==> src/rtl/p_box_feistel_merge_if.sv <==
// Handshake and data bundle between the S-box bank and the
// DES P-box merge stage of one Feistel round.
interface p_box_feistel_merge_if;
  logic        Merge_Start;
  logic [32:1] Merge_L_Input;
  logic        S_Box_Select;
  logic [8:1]  S_Box_Finish_Flags;
  logic [32:1] S_Box_Outputs;
  logic [32:1] Merge_Output;
  logic        Merge_Done;
  logic        Merge_Busy;
  logic        Merge_Error;

  modport master (
    output Merge_Start,
    output Merge_L_Input,
    input  S_Box_Select,
    output S_Box_Finish_Flags,
    output S_Box_Outputs,
    input  Merge_Output,
    input  Merge_Done,
    input  Merge_Busy,
    input  Merge_Error
  );

  modport slave (
    input  Merge_Start,
    input  Merge_L_Input,
    output S_Box_Select,
    input  S_Box_Finish_Flags,
    input  S_Box_Outputs,
    output Merge_Output,
    output Merge_Done,
    output Merge_Busy,
    output Merge_Error
  );
endinterface

==> src/rtl/p_box_feistel_merge.sv <==
// DES round merge: strobe the S-boxes, collect their outputs,
// apply P and fold in the left half to form the new right half.
module p_box_feistel_merge #(
  parameter int TIMEOUT_CYCLES = 4
) (
  input logic              clk,
  input logic              rst,
  p_box_feistel_merge_if.slave bus
);

  typedef enum logic [1:0] {
    IDLE,
    SELECT,
    WAIT,
    DONE
  } state_t;

  localparam logic [3:0] TMO = 4'(TIMEOUT_CYCLES);

  localparam int P_TAB [32] = '{
    16,  7, 20, 21, 29, 12, 28, 17,
     1, 15, 23, 26,  5, 18, 31, 10,
     2,  8, 24, 14, 32, 27,  3,  9,
    19, 13, 30,  6, 22, 11,  4, 25
  };

  // DES bit k lives at index 33-k, so both sides are mirrored
  function automatic logic [32:1] p_perm(
    input logic [32:1] s
  );
    logic [32:1] p;
    p = '0;
    for (int i = 1; i <= 32; i++) begin
      p[33-i] = s[33-P_TAB[i-1]];
    end
    return p;
  endfunction

  state_t      state;
  logic [32:1] l_q;
  logic [3:0]  cnt;
  logic [3:0]  cnt_inc;
  logic        all_done;

  assign cnt_inc  = cnt + 4'd1;
  assign all_done = (bus.S_Box_Finish_Flags == 8'hFF);

  always_ff @(posedge clk) begin
    if (rst) begin
      state            <= IDLE;
      l_q              <= '0;
      cnt              <= '0;
      bus.S_Box_Select <= 1'b0;
      bus.Merge_Done   <= 1'b0;
      bus.Merge_Busy   <= 1'b0;
      bus.Merge_Error  <= 1'b0;
      bus.Merge_Output <= '0;
    end else begin
      bus.S_Box_Select <= 1'b0;
      bus.Merge_Done   <= 1'b0;
      unique case (state)
        IDLE: begin
          if (bus.Merge_Start) begin
            l_q              <= bus.Merge_L_Input;
            bus.Merge_Error  <= 1'b0;
            bus.S_Box_Select <= 1'b1;
            bus.Merge_Busy   <= 1'b1;
            state            <= SELECT;
          end
        end
        SELECT: begin
          cnt   <= '0;
          state <= WAIT;
        end
        WAIT: begin
          // only a complete flag set may sample the S-box bus
          if (all_done) begin
            bus.Merge_Output <= p_perm(bus.S_Box_Outputs) ^ l_q;
            bus.Merge_Done   <= 1'b1;
            state            <= DONE;
          end else begin
            cnt <= cnt_inc;
            if (cnt_inc == TMO) begin
              bus.Merge_Error <= 1'b1;
              bus.Merge_Busy  <= 1'b0;
              state           <= IDLE;
            end
          end
        end
        DONE: begin
          bus.Merge_Busy <= 1'b0;
          state          <= IDLE;
        end
        default: state <= IDLE;
      endcase
    end
  end

endmodule
==> src/flat_wrapper.sv <==
// flat-port wrapper written by rule: the top's interface ports become plain ports
module p_box_feistel_merge_flat 
#(
  parameter int TIMEOUT_CYCLES = 4
)
  (clk, rst, bus_Merge_Start, bus_Merge_L_Input, bus_S_Box_Select, bus_S_Box_Finish_Flags, bus_S_Box_Outputs, bus_Merge_Output, bus_Merge_Done, bus_Merge_Busy, bus_Merge_Error);
  p_box_feistel_merge_if bus_i ();
  input logic clk;
  input logic rst;
  input wire logic [$bits(bus_i.Merge_Start)-1:0] bus_Merge_Start;
  input wire logic [$bits(bus_i.Merge_L_Input)-1:0] bus_Merge_L_Input;
  output wire logic [$bits(bus_i.S_Box_Select)-1:0] bus_S_Box_Select;
  input wire logic [$bits(bus_i.S_Box_Finish_Flags)-1:0] bus_S_Box_Finish_Flags;
  input wire logic [$bits(bus_i.S_Box_Outputs)-1:0] bus_S_Box_Outputs;
  output wire logic [$bits(bus_i.Merge_Output)-1:0] bus_Merge_Output;
  output wire logic [$bits(bus_i.Merge_Done)-1:0] bus_Merge_Done;
  output wire logic [$bits(bus_i.Merge_Busy)-1:0] bus_Merge_Busy;
  output wire logic [$bits(bus_i.Merge_Error)-1:0] bus_Merge_Error;
  assign bus_i.Merge_Start = bus_Merge_Start;
  assign bus_i.Merge_L_Input = bus_Merge_L_Input;
  assign bus_S_Box_Select = bus_i.S_Box_Select;
  assign bus_i.S_Box_Finish_Flags = bus_S_Box_Finish_Flags;
  assign bus_i.S_Box_Outputs = bus_S_Box_Outputs;
  assign bus_Merge_Output = bus_i.Merge_Output;
  assign bus_Merge_Done = bus_i.Merge_Done;
  assign bus_Merge_Busy = bus_i.Merge_Busy;
  assign bus_Merge_Error = bus_i.Merge_Error;
  p_box_feistel_merge #(.TIMEOUT_CYCLES(TIMEOUT_CYCLES)) u_core (.clk(clk), .rst(rst), .bus(bus_i));
endmodule
==> config.mk <==
export PLATFORM = sky130hd
export DESIGN_NAME = p_box_feistel_merge_flat
export DESIGN_NICKNAME = d
export VERILOG_FILES = /design/src/rtl/p_box_feistel_merge_if.sv /design/src/rtl/p_box_feistel_merge.sv /design/src/flat_wrapper.sv
export SDC_FILE = /design/constraint.sdc
export NUM_CORES = 1
export LEC_CHECK = 0
export CAP_MARGIN = 20
export CORE_MARGIN = 5
export CORE_UTILIZATION = 49
export CTS_CLUSTER_DIAMETER = 60
export DETAILED_ROUTE_END_ITERATION = 7
export PLACE_DENSITY = 0.86
export SETUP_SLACK_MARGIN = 0.1
export SLEW_MARGIN = 20
export SYNTH_ARGS = -nofsm -noshare
export SYNTH_HDL_FRONTEND = slang
export SYNTH_SLANG_ARGS = --single-unit
==> constraint.sdc <==
create_clock -name clk -period 4.7 [get_ports clk]
set_input_delay 0.94 -clock clk [delete_from_list [all_inputs] [get_ports clk]]
set_output_delay 0.94 -clock clk [all_outputs]
set_load 0.02 [all_outputs]
==> impl_metrics.env, run 1 <==
export IMPL_cts_clk_slew_worst_paths_ps=70
export IMPL_min_path_cells=2
export IMPL_drc=0
export IMPL_startpoint_type="input port"
export IMPL_globalplace_congestion=0.810
export IMPL_critPathLaunch="bus_Merge_Start"
export IMPL_final_period_utilization_pct=50.2
export IMPL_rows=29
export IMPL_die_x_um=91.1
export IMPL_syn_avg_cell_area_um2=9.02
export IMPL_critPathMaxFanout=4
export IMPL_ys_warn_count=0
export IMPL_die_height_um=91.1
export IMPL_p_sw_share_pct=29.3
export IMPL_max_slew_worst_pin_slew_ps=777
export IMPL_cts_setup_buffers=0
export IMPL_reg2reg_from="u_core.state[0]"
export IMPL_max_cap_viol_count=0
export IMPL_r2r_cells=7
export IMPL_r2r_end="u_core.bus.Merge_Output[12]"
export IMPL_drv_slew=0
export IMPL_syn_area_um2=3220
export IMPL_r2r_slack_ps=2540
export IMPL_dp_hpwl_um=5580
export IMPL_drtIter0Drc=80
export IMPL_power_frac_comb_pct=24.9
export IMPL_clock_path_buffers=2
export IMPL_path_class="input port to flop"
export IMPL_hold_path_endpoint="u_core.l_q[28]"
export IMPL_clock_latency_ps=340
export IMPL_fin_tns_setup_ps=0
export IMPL_power_net_switching_w=0.000515
export IMPL_fin_hold_ws_ps=470
export IMPL_power_leakage_nw=1.58
export IMPL_required_ps=4890
export IMPL_syn_num_nets=439
export IMPL_multi_input_area_um2=1610
export IMPL_die_area_um2=8290
export IMPL_end_kind="flop"
export IMPL_nFillCells=524
export IMPL_fin_skew_ps=8.47
export IMPL_ys_seq_area_share_pct=46.0
export IMPL_synth_distinct_cells=39
export IMPL_ir_drop_uv=258
export IMPL_vias=2824
export IMPL_grt_pass1_wl_um=13100
export IMPL_hold_start="u_core.l_q[28]"
export IMPL_pwr_share_clk_pct=32.9
export IMPL_area_growth_pct=41.6
export IMPL_firstDrtPassIters=4
export IMPL_cts_tree="done"
export IMPL_cts_sinks=74
export IMPL_drt_wl_total_um=7720
export IMPL_cts_max_level=3
export IMPL_place_ws_ps=1890
export IMPL_synth_seq_cells=74
export IMPL_synthCells=357
export IMPL_status="finished clean"
export IMPL_nets=540
export IMPL_grt_max_degree=39
export IMPL_post_drt_wl_per_cell_um=14.3
export IMPL_n_antenna_cell=0
export IMPL_p_int_w=0.00125
export IMPL_setup_ws_ps=2340
export IMPL_setup_viol=0
export IMPL_async_flop_share_pct=0
export IMPL_synth_edf_count=0
export IMPL_hold_buffers=0
export IMPL_cts_made_buffers=9
export IMPL_rsz0062_at_grt="no"
export IMPL_seq_area_um2=1480
export IMPL_seqPwrFrac_pct=42.2
export IMPL_finalHoldViolCount=0
export IMPL_root_buffer="clkbuf_8"
export IMPL_cp_data_arrival_time_ps=2550
export IMPL_ant_nets=0
export IMPL_grt_usage_pct=19.0
export IMPL_vias_per_cell=5.23
export IMPL_synthFlopType="dfxtp_1"
export IMPL_ios=111
export IMPL_grt_ovfl_total=0
export IMPL_coreArea_um2=6390
export IMPL_ctsResizeCount=0
export IMPL_fmax_ghz=0.424
export IMPL_min_period_ps=2360
export IMPL_antenna_found_initial=0
export IMPL_hold_path_class="flop to flop"
export IMPL_start_util_pct=50.4
export IMPL_max_slew_margin_pct=48.2
export IMPL_utilization_pct=71.4
export IMPL_finalPower_w=0.00176
export IMPL_grt_pass1_vias=2840
export IMPL_port_buffers=110
export IMPL_drive_gt1_share_pct=10.6
export IMPL_powerDensity_nw_per_um2=386
[metrics by stage]
step | area [um2] | instances
finish | 4560 | 540
global route | 4560 | 540
CTS | 4560 | 540
detailed placement | 4320 | 524
global placement | 4320 | 524
floorplan | 3220 | 357
[kinds of logic (layout without fill, tap and decap cells)]
logic type                 count (synthesis)  after routing  share of synthesized area [%]
adders and majority gates                  7              7                           2.72
DFF                                       74             74                           46.0
AOI/OAI and AO/OA                         81             81                           19.4
buffers and inverters                     27            133                           4.20
xor gates and xnor gates                  34             34                           9.25
and+or+nand+nor                          132            132                           17.6
muxes                                      2              2                          0.816
[metal layers]
metal | share of wire (%) | global-route usage [%] | routed length, um
met5 | 0 | 0 | 0
met4 | 2.1 | 6.85 | 162
met3 | 8.7 | 6.69 | 670
met2 | 49 | 31.6 | 3770
met1 | 40 | 22.6 | 3120
[layout by cell type, fill, tap and decap left out, types with 2 or more instances in the layout]
cell	instances
clkbuf_1	2
nand2_1	67
a211oi_1	12
clkbuf_8	9
dfxtp_1	74
nor3b_1	2
inv_1	4
and3_1	4
a211oi_2	21
nor2b_1	3
nand4_1	2
a21oi_1	37
o21ai_0	4
nand3_1	2
buf_4	3
clkdlybuf4s50_1	109
nor2_1	40
nor3_1	2
bufinv_16	3
ha_1	7
xnor2_1	34
[worst max path at each step]
stage / cells after the start / slack, ps / to
2_1_floorplan: 5 / 2730 / u_core.cnt[1]
3_5_place_dp: 4 / 1890 / u_core.l_q[30]
5_1_grt: 6 / 2240 / u_core.bus.Merge_Busy
6_report: 6 / 2340 / u_core.bus.Merge_Busy
3_3_place_gp: 4 / 2000 / u_core.bus.Merge_Error
4_1_cts: 4 / 2210 / u_core.l_q[30]
[cells in the mapped netlist, types with 2 or more instances]
cell / instances / share of area [%]
buf_2: 6 / 0.93
ha_1: 7 / 2.7
xnor2_1: 34 / 9.2
nand2_1: 68 / 7.9
nor2_1: 40 / 4.7
nor2b_1: 3 / 0.58
nand3_1: 2 / 0.31
nor3_1: 2 / 0.31
nor3b_1: 2 / 0.47
dfxtp_1: 74 / 46
inv_1: 4 / 0.47
buf_6: 2 / 0.70
o21ai_0: 4 / 0.62
a211oi_2: 21 / 8.2
a211oi_1: 12 / 2.8
buf_4: 3 / 0.70
clkbuf_1: 11 / 1.3
nand4_1: 2 / 0.39
and3_1: 4 / 0.78
a21oi_1: 37 / 5.7
[state kept, by name, summed over array words and instances (netlist names)]
register / count
u_core.state: 2
u_core.bus.Merge_Busy: 1
u_core.bus.Merge_Done: 1
u_core.bus.Merge_Output: 32
u_core.cnt: 4
u_core.l_q: 32
u_core.bus.Merge_Error: 1
u_core.bus.S_Box_Select: 1
[cell type report]
cell class	count	share of cell area [%]
multi-input combinational	256	35.4
sequential	74	32.5
timing repair buffer	113	24.5
clock buffer	11	2.88
clock inverter	5	2.25
tap	77	2.11
inverter	4	0.329
[worst max-delay path: stages]
cell and delay (ps):
clkdlybuf4s50_1 460, and2b_1 320, nor4_1 80, a2111oi_0 410
nand3_1 170, nor3b_1 160
[power groups by stage]
stage               clock network (W)  logic (W)  registers [W]
CTS                          0.000590   0.000443       0.000743
finish                       0.000579   0.000438       0.000743
floorplan                           0   0.000300       0.000754
global placement                    0   0.000418       0.000754
detailed placement                  0   0.000435       0.000758
global route                 0.000621   0.000492       0.000752
Power figures use the tool's default switching activity.
==> inputs of run 2 (changes only) <==
--- a/config.mk
+++ b/config.mk
@@ -7,10 +7,10 @@
 export LEC_CHECK = 0
 export CAP_MARGIN = 20
 export CORE_MARGIN = 5
-export CORE_UTILIZATION = 49
+export CORE_UTILIZATION = 45
 export CTS_CLUSTER_DIAMETER = 60
 export DETAILED_ROUTE_END_ITERATION = 7
-export PLACE_DENSITY = 0.86
+export PLACE_DENSITY = 0.8
 export SETUP_SLACK_MARGIN = 0.1
 export SLEW_MARGIN = 20
 export SYNTH_ARGS = -nofsm -noshare
==> constraint.sdc (replaced) <==
create_clock -name clk -period 2.35 [get_ports clk]
set_input_delay 0.47 -clock clk [delete_from_list [all_inputs] [get_ports clk]]
set_output_delay 0.47 -clock clk [all_outputs]
set_load 0.02 [all_outputs]
==> impl_metrics.env, run 2 (synthesis gave the netlist of run 1 again) <==
export IMPL_status="finished clean"
export IMPL_vias=2727
export IMPL_drive_gt1_share_pct=11.3
export IMPL_cts_setup_buffers=0
export IMPL_grt_ovfl_total=0
export IMPL_seqPwrFrac_pct=42.6
export IMPL_antenna_found_initial=0
export IMPL_fin_tns_setup_ps=0
export IMPL_grt_pass1_vias=2807
export IMPL_cts_tree="done"
export IMPL_p_sw_share_pct=29.7
export IMPL_crit_family="buffers and inverters"
export IMPL_max_cap_viol_count=0
export IMPL_cts_sinks=74
export IMPL_grt_usage_pct=17.8
export IMPL_pwr_share_clk_pct=30.8
export IMPL_die_height_um=94.6
export IMPL_fmax_ghz=0.561
export IMPL_setup_viol=0
export IMPL_powerDensity_nw_per_um2=753
export IMPL_final_period_utilization_pct=75.8
export IMPL_ir_drop_uv=381
export IMPL_grt_pass1_wl_um=12700
export IMPL_coreArea_um2=6870
export IMPL_drv_slew=0
export IMPL_finalHoldViolCount=0
export IMPL_n_antenna_cell=0
export IMPL_vias_per_cell=4.84
export IMPL_power_net_switching_w=0.00103
export IMPL_max_slew_margin_pct=67.4
export IMPL_min_period_ps=1780
export IMPL_cts_clk_slew_worst_paths_ps=80
export IMPL_slowest_stage="clkdlybuf4s50_1"
export IMPL_cp_num_buf_inv=1
export IMPL_rsz0062_at_grt="no"
export IMPL_cts_max_level=3
export IMPL_cts_made_buffers=9
export IMPL_reg_top3="u_core.bus.Merge_Output: 32 flops, u_core.l_q: 32 flops, u_core.cnt: 4 flops"
export IMPL_ctsResizeCount=0
export IMPL_clock_path_buffers=2
export IMPL_power_leakage_nw=1.61
export IMPL_ios=111
export IMPL_drt_wl_total_um=7620
export IMPL_start_util_pct=46.9
export IMPL_cp_data_arrival_time_ps=1310
export IMPL_fin_skew_ps=7.43
export IMPL_drtIter0Drc=61
export IMPL_die_x_um=94.6
export IMPL_die_area_um2=8950
export IMPL_end_kind="output pin"
export IMPL_finalNonFillerCells=563
export IMPL_grt_max_degree=51
export IMPL_path_cells="clkdlybuf4s50_1"
export IMPL_firstDrtPassIters=4
export IMPL_startpoint_type="flop"
export IMPL_hold_buffers=0
export IMPL_dp_cells=548
export IMPL_critPathMaxFanout=2
export IMPL_path_class="flop to output pin"
export IMPL_clock_latency_ps=340
export IMPL_p_int_w=0.00245
export IMPL_nets=545
export IMPL_nFillCells=566
export IMPL_ant_nets=0
export IMPL_drc=0
export IMPL_mostFrequentLayoutCell="clkdlybuf4s50_1"
export IMPL_max_stage_delay_ps=630
export IMPL_dp_hpwl_um=5560
export IMPL_globalplace_congestion=0.764
export IMPL_power_frac_comb_pct=26.5
export IMPL_required_ps=1880
export IMPL_max_slew_worst_pin_slew_ps=490
export IMPL_area_growth_pct=43.6
export IMPL_hold_path_class="flop to flop"
export IMPL_rows=30
export IMPL_port_buffers=110
export IMPL_root_buffer="clkbuf_8"
export IMPL_layout_cells_most_common_list="109 x clkdlybuf4s50_1, 74 x dfxtp_1, 68 x nand2_1, 40 x nor2_1, 37 x a21oi_1"
export IMPL_post_drt_wl_per_cell_um=13.5
## run 2: layer usage
metal | track usage [%] | share of wire [%]
met2 | 29.3 | 48
met3 | 7.17 | 8.1
met1 | 20.7 | 42
met5 | 0 | 0
met4 | 6.85 | 1.5
## run 2: layout make-up
type	instances	area, um2	share of cell area (%)
tap	96	120	2.60
multi-input combinational	256	1610	34.8
inverter	4	15.0	0.325
sequential	74	1480	32.0
timing repair buffer	118	1180	25.5
clock buffer	10	138	2.98
clock inverter	5	78.8	1.70
## run 2: final timing paths
check	slack, ps	cells past startpoint	end	start
worst max-delay path	570	1	bus_Merge_Output[16]	u_core.bus.Merge_Output[17]
worst min-delay path	470	2	u_core.l_q[2]	u_core.l_q[2]
worst max register to register	600	7	u_core.bus.Merge_Busy	u_core.state[0]
worst min register to register	470	2	u_core.l_q[2]	u_core.l_q[2]
## run 2: per-stage QoR
stage	area, um2	total power, W	worst slack (ps)	hold slack, ps	utilization [%]
floorplan	3220	0.00211	788	449	-
global placement	4410	0.00241	292	454	64.2
detailed placement	4410	0.00245	228	459	64.2
CTS	4620	0.00353	544	471	67.3
global route	4620	0.00369	465	488	67.3
finish	4620	0.00348	569	469	67.3
## run 2: power by group through the flow
stage	clock (W)	sequential, W	combinational [W]
6_report	0.00107	0.00149	0.000925
5_1_grt	0.00116	0.00150	0.00103
3_3_place_gp	0	0.00151	0.000901
4_1_cts	0.00110	0.00149	0.000939
3_5_place_dp	0	0.00152	0.000931
2_1_floorplan	0	0.00151	0.000601
==> inputs of run 3 (changes only) <==
--- a/config.mk
+++ b/config.mk
@@ -7,10 +7,10 @@
 export LEC_CHECK = 0
 export CAP_MARGIN = 20
 export CORE_MARGIN = 5
-export CORE_UTILIZATION = 45
+export CORE_UTILIZATION = 41
 export CTS_CLUSTER_DIAMETER = 60
 export DETAILED_ROUTE_END_ITERATION = 7
-export PLACE_DENSITY = 0.8
+export PLACE_DENSITY = 0.76
 export SETUP_SLACK_MARGIN = 0.1
 export SLEW_MARGIN = 20
 export SYNTH_ARGS = -nofsm -noshare
==> constraint.sdc (replaced) <==
create_clock -name clk -period 1.55 [get_ports clk]
set_input_delay 0.31 -clock clk [delete_from_list [all_inputs] [get_ports clk]]
set_output_delay 0.31 -clock clk [all_outputs]
set_load 0.02 [all_outputs]
==> impl_metrics.env, run 3 (synthesis gave the netlist of run 1 again) <==
export IMPL_path_class="flop to flop"
export IMPL_finalNonFillerCells=614
export IMPL_end_kind="flop"
export IMPL_power_leakage_nw=2.15
export IMPL_crit_family="buffers and inverters"
export IMPL_status="finished clean"
export IMPL_powerDensity_nw_per_um2=1110
export IMPL_firstDrtPassIters=4
export IMPL_fmax_ghz=0.656
export IMPL_grt_use_met3_pct=4.74
export IMPL_ant_nets=0
export IMPL_hold_path_endpoint="u_core.bus.Merge_Output[31]"
export IMPL_dp_hpwl_um=5980
export IMPL_hold_buffers=0
export IMPL_drv_slew=0
export IMPL_reg_top3="u_core.bus.Merge_Output: 32 flops, u_core.l_q: 32 flops, u_core.cnt: 4 flops"
export IMPL_mostFrequentLayoutCell="dfxtp_1"
export IMPL_cts_max_level=3
export IMPL_dp_cells=572
export IMPL_grt_pass1_wl_um=14200
export IMPL_grt_util_met2_pct=32.9
export IMPL_cp_num_buf_inv=5
export IMPL_r2r_end="u_core.bus.Merge_Output[5]"
export IMPL_r2r_cells=9
export IMPL_crit_top_cell="buf_12"
export IMPL_critPathLaunch="u_core.state[0]"
export IMPL_die_x_um=98.6
export IMPL_min_period_ps=1520
export IMPL_rsz0062_at_grt="yes"
export IMPL_vias=3014
export IMPL_fin_tns_setup_ps=0
export IMPL_n_antenna_cell=0
export IMPL_startpoint_type="flop"
export IMPL_use_met1_pct=19.7
export IMPL_power_net_switching_w=0.00182
export IMPL_ir_drop_uv=610
export IMPL_layout_cells_most_common_list="71 x dfxtp_1, 67 x nand2_1, 65 x clkdlybuf4s50_1, 44 x dlygate4sd2_1, 37 x a21oi_1"
export IMPL_max_slew_margin_pct=77.8
export IMPL_start_util_pct=41.9
export IMPL_required_ps=1800
export IMPL_grt_pass1_vias=3114
export IMPL_p_int_w=0.00412
export IMPL_max_cap_viol_count=0
export IMPL_vias_per_cell=4.91
export IMPL_pwr_share_clk_pct=27.6
export IMPL_cts_made_buffers=9
export IMPL_cts_clk_slew_worst_paths_ps=80
export IMPL_antenna_found_initial=0
export IMPL_min_path_cells=3
export IMPL_finalHoldViolCount=0
export IMPL_setup_viol=0
export IMPL_grt_usage_pct=17.8
export IMPL_cp_data_arrival_time_ps=1770
export IMPL_max_slew_worst_pin_slew_ps=332
export IMPL_die_area_um2=9730
export IMPL_port_buffers=110
export IMPL_grt_busiest_layer="met2"
export IMPL_rows=32
export IMPL_seqPwrFrac_pct=38.1
export IMPL_globalplace_congestion=0.900
export IMPL_drt_wl_total_um=8890
export IMPL_slowest_stage="dfxtp_2"
export IMPL_p_sw_share_pct=30.6
export IMPL_max_stage_delay_ps=340
export IMPL_coreArea_um2=7690
export IMPL_nets=589
export IMPL_fin_skew_ps=8.73
export IMPL_r2r_slack_ps=30
export IMPL_nFillCells=630
export IMPL_reg2reg_from="u_core.state[0]"
export IMPL_hold_path_class="input port to flop"
export IMPL_final_period_utilization_pct=98.3
export IMPL_ios=111
export IMPL_grt_ovfl_total=0
export IMPL_area_growth_pct=66.2
export IMPL_drtIter0Drc=67
export IMPL_cts_sinks=74
export IMPL_die_height_um=98.6
export IMPL_drc=0
export IMPL_drive_gt1_share_pct=25.4
export IMPL_power_frac_comb_pct=34.2
export IMPL_root_buffer="clkbuf_8"
export IMPL_clock_latency_ps=330
export IMPL_path_cells="inv_4 > ha_4 > inv_4 > nor3_4 > buf_12 > buf_12 > buf_12 > nor2_1 > a211oi_1"
export IMPL_grt_max_degree=43
export IMPL_post_drt_wl_per_cell_um=14.5
export IMPL_critPathMaxFanout=6
export IMPL_cts_tree="done"
export IMPL_hold_start="rst"
export IMPL_clock_path_buffers=2
-- run 3: cell count changes in the layout (fill, tap and decap cells not counted), sizes merged --
cell / delta
clkinvlp: +1
clkdlybuf4s50: -44
dlygate4sd2: +44
buf: +43
clkbuf: +2
clkinv: -1
-- run 3: metal layers --
layer / part of all wire (%) / vias to the layer above / wire length [um]
met5: 0 / - / 0
met4: 1.3 / 0 / 114
met3: 5.4 / 10 / 484
met2: 54 / 79 / 4770
met1: 40 / 1417 / 3510
li1: - / 1508 / -
-- run 3: worst min-delay path: stages --
cell and delay [ps]:
buf_2 150, buf_12 180, a211oi_2 40
-- run 3: through the flow --
stage / total power [W] / area, um2 / worst slack, ps / hold WS, ps / util [%]
2_1_floorplan: 0.00335 / 3260 / 103 / 446 / -
5_1_grt: 0.00626 / 5350 / -51.1 / 396 / 69.6
3_5_place_dp: 0.00403 / 4660 / -368 / 459 / 60.7
6_report: 0.00594 / 5350 / 26.0 / 402 / 69.6
3_3_place_gp: 0.00397 / 4660 / -306 / 454 / 60.7
4_1_cts: 0.00585 / 5210 / 51.0 / 390 / 67.8
-- run 3: timing repair --
action	CTS	global route
pin swaps	21	25
buffers inserted	18	2
setup endpoints to repair	74	40
resized for setup	71	32
cloned	5	1
-- run 3: cell type report --
class	count	area [um2]	share of cell area (%)
clock buffer	11	141	2.64
clock inverter	5	77.6	1.45
inverter	4	25.0	0.467
multi-input combinational	256	1770	33.0
sequential	74	1490	27.8
tap	102	128	2.38
timing repair buffer	162	1730	32.3
-- run 3: power by group through the flow --
stage / Clock [W] / Combinational, W / Sequential, W
4_1_cts: 0.00167 / 0.00192 / 0.00226
5_1_grt: 0.00176 / 0.00221 / 0.00229
2_1_floorplan: 0 / 0.00105 / 0.00230
6_report: 0.00164 / 0.00203 / 0.00227
3_5_place_dp: 0 / 0.00175 / 0.00229
3_3_place_gp: 0 / 0.00169 / 0.00228
-- run 3: worst max path at each step --
stage | to | slack, ps | depth (start not counted)
detailed placement | u_core.state[1] | -370 | 7
finish | u_core.bus.Merge_Output[5] | 30 | 9
global route | u_core.bus.Merge_Output[8] | -50 | 9
floorplan | u_core.bus.Merge_Busy | 100 | 6
CTS | u_core.bus.Merge_Busy | 50 | 7
global placement | u_core.cnt[1] | -310 | 6
==> patch 1: new RTL, config.mk and constraints of run 2 <==
Make the reset (`rst`) asynchronous in one clocked block.
--- a/src/rtl/p_box_feistel_merge.sv
+++ b/src/rtl/p_box_feistel_merge.sv
@@ -47,3 +47,3 @@
 
-  always_ff @(posedge clk) begin
+  always_ff @(posedge clk or posedge rst) begin
     if (rst) begin
Formal check against the unedited RTL: differs if rst is asserted again (counterexample within 4 cycles, from zero or initial values and one cycle with rst high); with rst held inactive, the same outputs for 10 cycles.
==> patch 1 against run 2 <==
Total power grew 22%. Area after synthesis grew 2.1%. Critical path depth is the same. Die area grew 1.8%. Clock skew shrank 0.66 ps. Setup slack lost 34 ps. Routed wire length shrank 7.3%. Hold slack gained 9.7 ps. Combinational power grew 55%. Sequential cell count is the same. Highest routed layer unchanged. Critical path type unchanged. Cell area grew 2.1%. Fmax shrank 1.9%.
==> patch 1: results (changes against run 2) <==
| Metric | Value |
|---|---|
| Nets@finish | `472 (was 545)` |
| Post-Synth XOR/XNOR Area | `9.06% (was 9.25%)` |
| Leakage power | `1.97 nW (was 1.61 nW)` |
| Ranking of synthesized cells by area | `dfrtp_1 56%, mux2_2 11%, xnor2_1 8.8%, o21ai_0 5.2%, nand2_1 3.8% (was dfxtp_1 46%, xnor2_1 9.2%, a211oi_2 8.2%, nand2_1 7.9%, a21oi_1 5.7%)` |
| Share of layout cells above drive strength 1 | `15.9% (was 11.3%)` |
| GR Util met2 | `28.1% (was 29.3%)` |
| Hpwl dp | `5.43 mm (was 5.56 mm)` |
| RR Endpoint | `u_core.state[1] (was u_core.bus.Merge_Busy)` |
| Ys flop type | `dfrtp_1 (was dfxtp_1)` |
| Fraction of registers with async set or reset after synthesis | `100% (was 0%)` |
| Placer congestion estimate | `0.795 (was 0.764)` |
| Status | `finished, final reports clean (unchanged)` |
| Cell variety after synth | `36 (was 39)` |
| DRT iter0 DRCs | `68 (was 61)` |
| Worst slew pin tran | `457 ps (was 490 ps)` |
| Top cells by count, synth | `74 x dfrtp_1, 34 x o21ai_0, 33 x mux2_2, 33 x nand2_1, 33 x xnor2_1 (was 74 x dfxtp_1, 68 x nand2_1, 40 x nor2_1, 37 x a21oi_1, 34 x xnor2_1)` |
| Place WS | `268 ps (was 228 ps)` |
| CP Launch Point | `u_core.bus.Merge_Output[2] (was u_core.bus.Merge_Output[17])` |
| Crit path DAT | `1350 ps (was 1310 ps)` |
| Filler cell count | `563 (was 566)` |
| Critical R2R Launch | `u_core.cnt[0] (was u_core.state[0])` |
| Met1 usage | `18.7% (was 20.7%)` |
| Peak VDD IR | `0.558 mV (was 0.381 mV)` |
| Post-synthesis compound-gate area fraction | `10.6% (was 19.4%)` |
| Routed WL per cell | `14.3 µm (was 13.5 µm)` |
| M3 GR Usage | `6.08% (was 7.17%)` |
| Largest net degree at the start of global routing | `49 (was 51)` |
| Vias per inst | `4.82 (was 4.84)` |
| Register area share after synthesis | `56.3% (was 46.0%)` |
| Adder-Cell Fraction of Synth Area | `2.28% (was 2.72%)` |
| Vias in the first global route | `2418 (was 2807)` |
| First-pass GRT wire length | `11.3 mm (was 12.7 mm)` |
| Syn nets | `355 (was 439)` |
| GRT Resource Usage Total | `16.4% (was 17.8%)` |
| Crit path to | `bus_Merge_Output[1] (was bus_Merge_Output[16])` |
| R2r worst-path depth | `5 (was 7)` |
| Post-synthesis mux area share | `11.6% (was 0.816%)` |
| Fin crit period | `1820 ps (was 1780 ps)` |
patch 1: changes by cell type after synthesis, moves of 32 or more:
cell and delta:
mux2_2 +32, dfxtp_1 -74, nand2_1 -35, a21oi_1 -34, nor2_1 -36, dfrtp_1 +74
patch 1: worst min-delay path by stage:
stage | start | to | slack (ps) | cells after the start
after global placement | u_core.bus.Merge_Output[7] | u_core.bus.Merge_Output[7] | 460 | 2
final | u_core.bus.Merge_Output[25] | u_core.bus.Merge_Output[25] | 480 | 2
after detailed placement | u_core.bus.Merge_Output[13] | u_core.bus.Merge_Output[13] | 470 | 2
after global routing | u_core.bus.Merge_Output[7] | u_core.bus.Merge_Output[7] | 510 | 2
after CTS | u_core.bus.Merge_Output[25] | u_core.bus.Merge_Output[25] | 490 | 2
after floorplan | u_core.l_q[1] | u_core.l_q[1] | 500 | 1
patch 1: cell type report:
cell class	instances	area (µm²)	share of cell area (%)
clock buffer	10	138	2.91
clock inverter	6	50.0	1.06
inverter	7	30.0	0.636
multi-input combinational	182	1360	28.9
sequential	74	1850	39.2
tap	99	124	2.62
timing repair buffer	117	1170	24.7
patch 1: routing by layer:
layer  part of all wire, %  wire length, µm
met3                   7.7              542
met4                   1.4               98
met5                     0                0
met1                    38             2680
met2                    53             3740
patch 1: cells by family (layout without fill, tap and decap cells):
family	Yosys count	count (layout)
AO/OA/AOI/OAI	55	55
XOR/XNOR	34	34
adder cells (fa/ha/maj)	6	6
buffers and inverters	18	140
flip-flops	74	74
multiplexers	34	34
AND/OR/NAND/NOR	53	53
patch 1: report_power, final:
part,switching [mW],internal [mW],total (mW),leakage [nW]
clock,0.494,0.421,0.914,0.0891
sequential,0.261,1.65,1.91,0.953
combinational,0.581,0.851,1.43,0.928
patch 1: worst min-delay path, stage by stage, from the launching register on:
cell and delay [ps]:
dfrtp_1 350, nand2_1 40, o21ai_0 60
patch 1: stage by stage:
step,total power [mW],instance area [µm²],std cells
after floorplan,2.90,3290,274
after global placement,3.31,4540,479
after detailed placement,3.39,4540,479
after CTS,4.30,4720,495
after global routing,4.54,4720,495
final,4.25,4720,495
==> patch 2: new RTL, config.mk and constraints of run 2 <==
Made on the original files. The 4 states of `state_t` get a one-hot encoding in 4 bits.
--- a/src/rtl/p_box_feistel_merge.sv
+++ b/src/rtl/p_box_feistel_merge.sv
@@ -10,7 +10,7 @@
 
-  typedef enum logic [1:0] {
-    IDLE,
-    SELECT,
-    WAIT,
-    DONE
+  typedef enum logic [3:0] {
+    IDLE   = 4'b0001,
+    SELECT = 4'b0010,
+    WAIT   = 4'b0100,
+    DONE   = 4'b1000
   } state_t;
Check against the original RTL: same outputs for any inputs over 10 cycles, from zero or initial values and one cycle with rst high; not proved beyond that.
==> patch 2 against run 2 <==
Hold slack lost 12 ps. Utilization shrank 1.3 points. Non-clock buffer count shrank 1. First-iteration DRC count grew 52%. Die area shrank 4.5%. Area after synthesis shrank 5.1%. Total power shrank 16%. Synthesized cell count shrank 2.5%. Cell area shrank 4.0%. Setup slack lost 6.3 ps. Global-route usage shrank 0.81 points. Sequential cell count grew 2. Cell count shrank 4.3%. Routed wire length shrank 5.0%. Critical path type unchanged. Largest power group unchanged.
==> patch 2: results (changes against run 2) <==
| Metric | Value |
|---|---|
| Cell variety after synth | `35 (was 39)` |
| Cells after Synth | `348 (was 357)` |
| Pwr dens | `662 mW/mm² (was 753 mW/mm²)` |
| Critical path's top delay family | `buffers and inverters (unchanged)` |
| Clock Latency Late Sink | `330 ps` |
| Initial antenna violation count | `0 (unchanged)` |
| Status | `finished, final reports clean (unchanged)` |
| Peak VDD IR | `0.393 mV (was 0.381 mV)` |
| Largest net degree at the start of global routing | `50 (was 51)` |
| Final Skew | `5.94 ps (was 7.43 ps)` |
| Int Pwr | `2.23 mW (was 2.45 mW)` |
| Antenna fix cells | `0 (unchanged)` |
| Placed cells | `523 (was 548)` |
| FF-to-FF setup slack | `610 ps` |
| Total Wirelength | `7.24 mm (was 7.62 mm)` |
| Initial DRT Pass Iterations | `4 (unchanged)` |
| Routed WL per cell | `13.4 µm (was 13.5 µm)` |
| HP Class | `reg2reg (unchanged)` |
| Top cells by count, synth | `76 x dfxtp_1, 68 x nand2_1, 40 x nor2_1, 39 x a21oi_1 (was 74 x dfxtp_1, 68 x nand2_1, 40 x nor2_1, 37 x a21oi_1, 34 x xnor2_1)` |
| Setup Viol. Count Final | `0 (unchanged)` |
| Hpwl dp | `5.43 mm (was 5.56 mm)` |
| PortBufs | `110 (unchanged)` |
| Hold_ws | `457 ps (was 469 ps)` |
| Critical R2R Launch | `u_core.cnt[0] (was u_core.state[0])` |
| Leakage power | `1.49 nW (was 1.61 nW)` |
| DR vias | `2648 (was 2727)` |
| H-tree levels | `3 (unchanged)` |
| Post CTS Setup Buffer Count | `0 (unchanged)` |
| Largest registers | `u_core.bus.Merge_Output: 32 flops, u_core.l_q: 32 flops (was u_core.bus.Merge_Output: 32 flops, u_core.l_q: 32 flops, u_core.cnt: 4 flops)` |
| Hold Crit Endpoint | `u_core.bus.Merge_Error (was u_core.l_q[2])` |
| RR Endpoint | `u_core.bus.Merge_Busy (unchanged)` |
| CTS root buffer | `clkbuf_8 (unchanged)` |
| Ranking of synthesized cells by area | `dfxtp_1 50%, xnor2_1 9.2%, nand2_1 8.3%, a211oi_1 7.9%, a21oi_1 6.4% (was dfxtp_1 46%, xnor2_1 9.2%, a211oi_2 8.2%, nand2_1 7.9%, a21oi_1 5.7%)` |
| Share of layout cells above drive strength 1 | `6.32% (was 11.3%)` |
| Worst Hold Launch | `u_core.bus.Merge_Error (was u_core.l_q[2])` |
| GRT Resource Usage Total | `17.0% (was 17.8%)` |
| DRT iter0 DRCs | `93 (was 61)` |
| Rel. slew slack | `68.2% (was 67.4%)` |
| Vias in the first global route | `2469 (was 2807)` |
| Syn nets | `425 (was 439)` |
| Slowest stage delay, CP | `650 ps (was 630 ps)` |
| Placer congestion estimate | `0.761 (was 0.764)` |
| Yosys warns | `0 (unchanged)` |
| R2r worst-path depth | `6 (was 7)` |
| Register area share after synthesis | `49.8% (was 46.0%)` |
| CTS Buf Count | `9 (unchanged)` |
| Nets@finish | `531 (was 545)` |
| First-pass GRT wire length | `11.4 mm (was 12.7 mm)` |
| Crit path DAT | `1320 ps` |
| Reg clk slew, reported paths | `70 ps` |
[patch 2: worst max path at each step]
stage	end	start	slack [ps]	cells past startpoint
finish	bus_Merge_Output[9]	u_core.bus.Merge_Output[10]	560	1
global route	u_core.state[0]	u_core.state[3]	400	5
CTS	bus_Merge_Output[10]	u_core.bus.Merge_Output[11]	540	1
detailed placement	u_core.bus.Merge_Output[21]	bus_S_Box_Finish_Flags[6]	260	7
global placement	u_core.bus.Merge_Busy	bus_S_Box_Finish_Flags[7]	340	7
floorplan	u_core.l_q[25]	u_core.state[0]	680	6
[patch 2: cell type report]
class	instances	area, µm²
sequential	76	1520
clock inverter	5	75.1
multi-input combinational	247	1400
tap	80	100
fill	576	2280
clock buffer	11	141
timing repair buffer	117	1190
inverter	3	11.3
[patch 2: stage by stage]
step / power (mW) / cell area, µm² / setup WS (ps)
3_3_place_gp: 1.89 / 4220 / 345
5_1_grt: 3.07 / 4440 / 403
3_5_place_dp: 1.91 / 4220 / 261
6_report: 2.94 / 4440 / 562
2_1_floorplan: 1.71 / 3060 / 684
4_1_cts: 2.97 / 4440 / 540
[patch 2: kinds of logic after synthesis]
logic type	count (synthesis)	synth area share (%)
xor gates and xnor gates	33	9.45
AOI/OAI and AO/OA	83	17.1
adders and majority gates	2	0.818
DFF	76	49.8
muxes	1	0.327
buffers and inverters	25	4.42
and+or+nand+nor	128	18.2
[patch 2: power by group through the flow]
| stage | registers, mW | clock network [mW] | logic (mW) |
|---|---|---|---|
| global placement | 1.44 | 0 | 0.458 |
| finish | 1.41 | 1.06 | 0.464 |
| floorplan | 1.44 | 0 | 0.276 |
| detailed placement | 1.44 | 0 | 0.467 |
| global route | 1.42 | 1.15 | 0.512 |
| CTS | 1.41 | 1.09 | 0.469 |
[patch 2: layer usage]
metal	routed length [µm]	part of all wire [%]	vias to the layer above	track usage, %
met5	0	0	-	0
met2	3430	47	85	27.8
li1	-	-	1388	-
met4	106	1.5	0	8.17
met3	599	8.3	9	6.42
met1	3100	43	1166	19.5
